<file path="src/rtl/lsu_pkg.sv">
// lsu_pkg: shared definitions for the lsu_stage load/store pipeline stage.
//   - default widths and the rd field position inside an instruction
//   - sb_entry_t, the {addr, data} pair held by a store buffer entry
//   - LSU_OP_* encodings of the {isld, isst, iswb} flag triple
//   - rd_of(): rd field extraction for the default instruction layout
package lsu_pkg;

  localparam int LSU_DATA_W  = 16;
  localparam int LSU_INSTR_W = 16;
  localparam int LSU_ADDR_W  = 8;
  localparam int LSU_RD_W    = 4;
  localparam int LSU_RD_LSB  = 8;
  localparam int LSU_SB_DEPTH = 4;

  typedef struct packed {
    logic [LSU_ADDR_W-1:0] addr;
    logic [LSU_DATA_W-1:0] data;
  } sb_entry_t;

  // Flag triple ordering is {isld, isst, iswb}.
  localparam logic [2:0] LSU_OP_NOP = 3'b000;
  localparam logic [2:0] LSU_OP_ALU = 3'b001;
  localparam logic [2:0] LSU_OP_ST  = 3'b010;
  localparam logic [2:0] LSU_OP_LD  = 3'b101;

  function automatic logic [LSU_RD_W-1:0] rd_of(input logic [LSU_INSTR_W-1:0] instr);
    return instr[LSU_RD_LSB +: LSU_RD_W];
  endfunction

endpackage

</file>
<file path="src/rtl/lsu_store_buffer.sv">
// lsu_store_buffer: FIFO of posted stores with an address-match view.
// Optional feature macro: LSU_STORE_FWD_EN
//   defined   -> match_data returns the youngest matching entry's data
//   undefined -> only match_any is produced, match_data is 0
// Ports:
//   clk, reset          clock, asynchronous active-low reset (empties buffer)
//   push/push_addr/push_data  enqueue at tail (caller guarantees !full)
//   pop                 dequeue head (caller guarantees !empty)
//   full, empty         occupancy flags
//   head_addr/head_data oldest entry, written to memory on pop
//   match_addr          address compared against every valid entry
//   match_any           some valid entry holds match_addr
//   match_data          youngest matching entry's data (forwarding build)
module lsu_store_buffer #(
  parameter int ADDR_W = 8,
  parameter int DATA_W = 16,
  parameter int DEPTH  = 4
) (
  input  logic              clk,
  input  logic              reset,
  input  logic              push,
  input  logic [ADDR_W-1:0] push_addr,
  input  logic [DATA_W-1:0] push_data,
  input  logic              pop,
  output logic              full,
  output logic              empty,
  output logic [ADDR_W-1:0] head_addr,
  output logic [DATA_W-1:0] head_data,
  input  logic [ADDR_W-1:0] match_addr,
  output logic              match_any,
  output logic [DATA_W-1:0] match_data
);

  localparam int PTR_W = $clog2(DEPTH);
  localparam logic [PTR_W:0] FULL_CNT = (PTR_W + 1)'(DEPTH);

  logic [ADDR_W-1:0] addr_q [DEPTH];
  logic [DATA_W-1:0] data_q [DEPTH];
  logic [PTR_W-1:0]  head;
  logic [PTR_W-1:0]  tail;
  // One extra bit so that DEPTH entries is distinct from zero.
  logic [PTR_W:0]    count;
  logic [DEPTH-1:0]  ent_valid;

  assign full      = (count == FULL_CNT);
  assign empty     = (count == '0);
  assign head_addr = addr_q[head];
  assign head_data = data_q[head];

  always_ff @(posedge clk or negedge reset) begin
    if (!reset) begin
      head  <= '0;
      tail  <= '0;
      count <= '0;
    end else begin
      if (push) tail <= tail + 1'b1;
      if (pop)  head <= head + 1'b1;
      if (push && !pop)      count <= count + 1'b1;
      else if (pop && !push) count <= count - 1'b1;
    end
  end

  // Entry storage is not reset; ent_valid decides what is meaningful.
  always_ff @(posedge clk) begin
    if (push) begin
      addr_q[tail] <= push_addr;
      data_q[tail] <= push_data;
    end
  end

  // A physical slot is valid when its distance from head is below count.
  always_comb begin
    for (int i = 0; i < DEPTH; i++) begin
      ent_valid[i] = ({1'b0, PTR_W'(i) - head} < count);
    end
  end

`ifdef LSU_STORE_FWD_EN
  logic [PTR_W-1:0] idx;

  // Walk oldest to youngest; the last hit overwrites, so the youngest wins.
  always_comb begin
    match_any  = 1'b0;
    match_data = '0;
    idx        = '0;
    for (int k = 0; k < DEPTH; k++) begin
      idx = head + PTR_W'(k);
      if (ent_valid[idx] && (addr_q[idx] == match_addr)) begin
        match_any  = 1'b1;
        match_data = data_q[idx];
      end
    end
  end
`else
  always_comb begin
    match_any = 1'b0;
    for (int i = 0; i < DEPTH; i++) begin
      if (ent_valid[i] && (addr_q[i] == match_addr)) match_any = 1'b1;
    end
  end

  assign match_data = '0;
`endif

endmodule

</file>
<file path="src/rtl/lsu_stage.sv">
// lsu_stage: load/store pipeline stage between execute and writeback with a
// private word-addressed data memory and a posted-store FIFO.
// Optional feature macro: LSU_STORE_FWD_EN (store-to-load forwarding).
// Ports:
//   clk, reset            clock, asynchronous active-low reset
//   in_valid              operation presented this cycle
//   isld, isst, iswb      load / store / writeback flags (isst wins over isld)
//   instr, op2, aluresult instruction, store data, address-or-result
//   stall                 combinational push-back to execute
//   out_valid             registered outputs hold a retired operation
//   aluresult_out, isld_out, iswb_out, instr_out  registered pass-through
//   ldresult              load data (0 for non-loads)
//   rdvalmem              {rd, ldresult or aluresult_out}
//   sb_empty              store buffer holds no entries
module lsu_stage
  import lsu_pkg::*;
#(
  parameter int DATA_W   = LSU_DATA_W,
  parameter int INSTR_W  = LSU_INSTR_W,
  parameter int ADDR_W   = LSU_ADDR_W,
  parameter int RD_W     = LSU_RD_W,
  parameter int RD_LSB   = LSU_RD_LSB,
  parameter int SB_DEPTH = LSU_SB_DEPTH
) (
  input  logic                   clk,
  input  logic                   reset,
  input  logic                   in_valid,
  input  logic                   isld,
  input  logic                   isst,
  input  logic                   iswb,
  input  logic [INSTR_W-1:0]     instr,
  input  logic [DATA_W-1:0]      op2,
  input  logic [DATA_W-1:0]      aluresult,
  output logic                   stall,
  output logic                   out_valid,
  output logic [DATA_W-1:0]      aluresult_out,
  output logic                   isld_out,
  output logic                   iswb_out,
  output logic [INSTR_W-1:0]     instr_out,
  output logic [DATA_W-1:0]      ldresult,
  output logic [RD_W+DATA_W-1:0] rdvalmem,
  output logic                   sb_empty
);

  // Handshake: an operation transfers on a rising edge where in_valid is high
  // and stall is low. While stall is high, execute must hold every input
  // stable; stall never depends on anything but current inputs and state.

  logic [ADDR_W-1:0] addr;
  logic              is_ld;
  logic              is_st;
  logic              accept;
  logic              ld_block;
  logic              sb_push;
  logic              sb_pop;
  logic              sb_full;
  logic              sb_is_empty;
  logic              sb_match;
  logic [ADDR_W-1:0] sb_head_addr;
  logic [DATA_W-1:0] sb_head_data;
  logic [DATA_W-1:0] sb_match_data;
  logic [DATA_W-1:0] mem_rdata;
  logic [DATA_W-1:0] load_data;

  logic [DATA_W-1:0] mem [2**ADDR_W];

  assign addr  = aluresult[ADDR_W-1:0];
  assign is_st = isst;
  assign is_ld = isld & ~isst;

`ifdef LSU_STORE_FWD_EN
  assign ld_block = 1'b0;
`else
  // Without forwarding a load must wait until every matching store drained.
  assign ld_block = sb_match;
`endif

  assign stall  = in_valid & ((is_st & sb_full) | (is_ld & ld_block));
  assign accept = in_valid & ~stall;

  assign sb_push = accept & is_st;
  // Memory port is free whenever no load or store was accepted, including
  // the stall cycles, which is what lets a full or blocking buffer make room.
  assign sb_pop  = ~sb_is_empty & ~(accept & (is_ld | is_st));

  lsu_store_buffer #(
    .ADDR_W (ADDR_W),
    .DATA_W (DATA_W),
    .DEPTH  (SB_DEPTH)
  ) u_sb (
    .clk        (clk),
    .reset      (reset),
    .push       (sb_push),
    .push_addr  (addr),
    .push_data  (op2),
    .pop        (sb_pop),
    .full       (sb_full),
    .empty      (sb_is_empty),
    .head_addr  (sb_head_addr),
    .head_data  (sb_head_data),
    .match_addr (addr),
    .match_any  (sb_match),
    .match_data (sb_match_data)
  );

  // Data memory: not reset, written only by draining the buffer head.
  always_ff @(posedge clk) begin
    if (sb_pop) mem[sb_head_addr] <= sb_head_data;
  end

  assign mem_rdata = mem[addr];
  // An accepted load only sees sb_match when forwarding is built in.
  assign load_data = sb_match ? sb_match_data : mem_rdata;

  always_ff @(posedge clk or negedge reset) begin
    if (!reset) begin
      out_valid     <= 1'b0;
      aluresult_out <= '0;
      isld_out      <= 1'b0;
      iswb_out      <= 1'b0;
      instr_out     <= '0;
      ldresult      <= '0;
    end else begin
      out_valid <= accept;
      if (accept) begin
        aluresult_out <= aluresult;
        isld_out      <= is_ld;
        iswb_out      <= iswb;
        instr_out     <= instr;
        ldresult      <= is_ld ? load_data : '0;
      end
    end
  end

  assign rdvalmem = {instr_out[RD_LSB +: RD_W], (isld_out ? ldresult : aluresult_out)};
  assign sb_empty = sb_is_empty;

endmodule

</file>
<file path="config.mk">
export PLATFORM = sky130hd
export DESIGN_NAME = lsu_stage
export DESIGN_NICKNAME = d
export VERILOG_FILES = /design/src/rtl/lsu_pkg.sv /design/src/rtl/lsu_store_buffer.sv /design/src/rtl/lsu_stage.sv
export SDC_FILE = /design/constraint.sdc
export NUM_CORES = 2
export LEC_CHECK = 0
export ABC_AREA = 1
export CORE_UTILIZATION = 60
export DETAILED_ROUTE_END_ITERATION = 7
export DONT_BUFFER_PORTS = 1
export PLACE_DENSITY_LB_ADDON = 0.3
export SLEW_MARGIN = 10
export SYNTH_ARGS = -nofsm -noshare
export SYNTH_HDL_FRONTEND = slang
export SYNTH_HIERARCHICAL = 1
export SYNTH_MEMORY_MAX_BITS = 65536
export SYNTH_SLANG_ARGS = --single-unit
</file>
<file path="constraint.sdc">
create_clock -name clk -period 17.1 [get_ports clk]
set_input_delay 3.42 -clock clk [delete_from_list [all_inputs] [get_ports clk]]
set_output_delay 3.42 -clock clk [all_outputs]
set_load 0.02 [all_outputs]
</file>
==> metrics.md <==
| Metric | Value |
|---|---|
| Outcome | finished with violations |
| Failing checks | max-slew violations |
| Final-report hold violation count | 0 |
| Setup tns final | 0 ns |
| Synth Net Count | 14275 |
| Tot GR Track Use | 33.2% |
| GRT overflow | 0 |
| Hold path cells | 1 |
| CP required | 17.99 ns |
| Minimum clock period | 9.59 ns |
| Core Util, Final | 66.4% |
| Die height | 537 um |
| Slew headroom | -19.1% |
| Clock root buffer master | clkbuf_16 |
| First-pass GRT wire length | 707000 um |
| R2R depth | 22 |
| Pwr dens | 146 nW/um2 |
| RSZ-0062 raised after global routing | no |
| YS warnings | 6 |
| Startpoint types | input port |
| I/O Buffers | 0 |
| Number of global-route vias before repair | 109640 |
| Worst hold-check path type | flip-flop to flip-flop |
| Initial antenna violation count | 22 |
| Final Skew | 0.0645 ns |
| Placed Area | 174000 um2 |
| Largest net degree at the start of global routing | 1035 |
| DRT Wirelength | 484000 um |
| Delay-heaviest family, CP | buffers and inverters |
| CTS Hold Bufs | 0 |
| Drt via density | 6.39 |
| HPWL Detailed | 250000 um |
| Nets | 14052 |
| Finished Layout Cells | 18086 |
| Critical path, cell by cell | buf_16 -> buf_16 -> inv_16 -> buf_4 -> buf_4 -> nand2_1 -> nand3_1 -> nand3_1 -> nand3_1 -> nand3_1 -> nand3_1 -> nand3_1 -> nand3_1 -> nand2_1 -> nand2_1 -> nand2_1 -> nand2_1 |
| Drt pass-1 iters | 8 |
| Clock-pin slew on the worst setup and hold paths | 0.06 ns |
| Hold worst-path end | u_sb/tail[0] |
| Antenna violation net count after detailed routing | 0 |
| Post_cts resized | 0 |
| Slew Limit Fails | 308 |
| Peak VDD IR | 216 uV |
| CP endpoint kind | flip-flop |
| Share of cells above drive strength 1 | 7.04% |
| Number of H-tree levels | 5 |
| IO Count | 127 |
| Critical Path Stages | 17 |
| Clk sinks | 4250 |
| Residual DRC count | 0 |
| Power Internal | 19500 uW |
| Max-cap violation count | 0 |
| Core Box Area | 283000 um2 |
| Cells after Synth | 14211 |
| Crit path arrival time | 10.48 ns |
| FMAX | 104 MHz |
| R2r setup slk | 11.16 ns |
| Vias | 115601 |
| Clock network fraction of total power | 32.6% |
| Worst-margin pin slew | 1.79 ns |
| Reg2reg end | mem[15][0] |
| Syn avg cell area | 12.1 um2 |
| Clk_lat worst skew | 0.99 ns |
| First DRT Iteration DRCs | 18703 |
| CP max FO | 282 |
| Logic gate share of total power | 16.3% |
| Worst r2r src | u_sb/head[0] |
| Area Growth Syn to Fin | 9.58% |
| CTS tree | built |
| Switch Pwr | 8020 uW |
| Gpl congestion | 0.896 |
| Cells after DPL | 17302 |
| Crit path max-delay cell type | buf_4 |
| Lkg Pwr | 0.0661 uW |
| Fill cells | 19680 |
| Worst min-delay path startpoint | u_sb/tail[0] |
| Post-synthesis instance area | 172000 um2 |
| Switching portion of total power | 29.2% |
| Final Cell Area | 188000 um2 |
| Buffers plus inverters on the worst setup path | 5 |
| Setup violations, final | 0 |
| Post-CTS setup buffer count | 0 |
| Period utilization | 56.1% |
| Row count | 195 |
| Initial Util | 60.6% |
| WS Path Type | input port to flip-flop |
| Max clock buf depth | 4 |
| Total CTS buffers | 418 |
| Seq pwr share | 51.1% |
| CP most frequent cell | nand3_1 |
| WL per Instance | 26.8 um |
| CP peak stage delay | 0.97 ns |
| Die area | 288000 um2 |
| Die width | 537 um |
-- registers in the layout, summed over array words and instances (netlist names) --
name           cells
mem             4096
u_sb/data_q       64
u_sb/addr_q       32
aluresult_out     16
instr_out         16
ldresult          16
u_sb/count         3
u_sb/head          2
u_sb/tail          2
isld_out           1
iswb_out           1
out_valid          1
-- through the flow --
stage	setup slack, ns	hold slack (ns)	power, uW
CTS	8.26	0.560	27300
detailed placement	7.26	0.541	18500
global placement	7.00	0.506	18300
floorplan	9.07	0.494	17200
global route	7.68	0.585	28000
finish	7.51	0.577	27500
-- worst max-delay path by stage --
stage                         to          from  slack (ns)
finish               ldresult[8]  aluresult[0]        7.51
detailed placement   ldresult[8]  aluresult[0]        7.26
floorplan                  stall  aluresult[3]        9.07
global route        ldresult[10]  aluresult[0]        7.68
global placement    ldresult[10]  aluresult[0]        7.00
CTS                  ldresult[8]  aluresult[0]        8.26
-- power by group through the flow --
stage / Sequential [uW] / Combinational, uW / Clock (uW)
6_report: 14000 / 4490 / 8950
5_1_grt: 14000 / 4630 / 9360
4_1_cts: 14000 / 4300 / 8970
3_5_place_dp: 14200 / 4290 / 0
3_3_place_gp: 14200 / 4120 / 0
2_1_floorplan: 15100 / 2140 / 0
-- per-layer routing --
metal  wire (um)  share of wire, %  track usage [%]
met5         178             0.037                0
met4       34800               7.2             21.8
met3       57800                12             6.39
met2      222000                46             50.8
met1      169000                35             44.0
-- area by class of cell --
type	instances	area, um2	area share [%]
tap	3743	4680	2.49
sequential	4250	127000	67.7
inverter	62	292	0.155
timing repair buffer	329	2970	1.58
clock buffer	513	11000	5.83
clock inverter	255	2290	1.22
multi-input combinational	8927	39400	21.0
antenna	7	17.5	0.00932
-- placed cells by master (no fill, tap or decap), types with 3 or more instances in the layout --
master,count
ha_1,9
bufinv_16,30
inv_1,48
inv_2,5
buf_12,14
inv_6,6
clkbuf_16,422
inv_16,8
clkbuf_1,85
a21oi_1,4
a22oi_1,21
o211ai_1,6
nand2_4,3
xnor2_1,16
clkbuf_8,6
o21ai_0,13
clkinv_1,100
nand2_1,4417
clkinv_16,6
nor2_1,249
diode_2,7
xor2_1,9
nand2_2,13
clkinvlp_4,18
buf_4,299
clkinv_2,85
nand3_4,15
nor2_4,3
nor2_2,46
buf_16,16
clkinv_8,7
dfrtp_1,58
nand3_1,4092
edfxtp_1,4192
No activity file was read; power rests on OpenSTA's default activity.
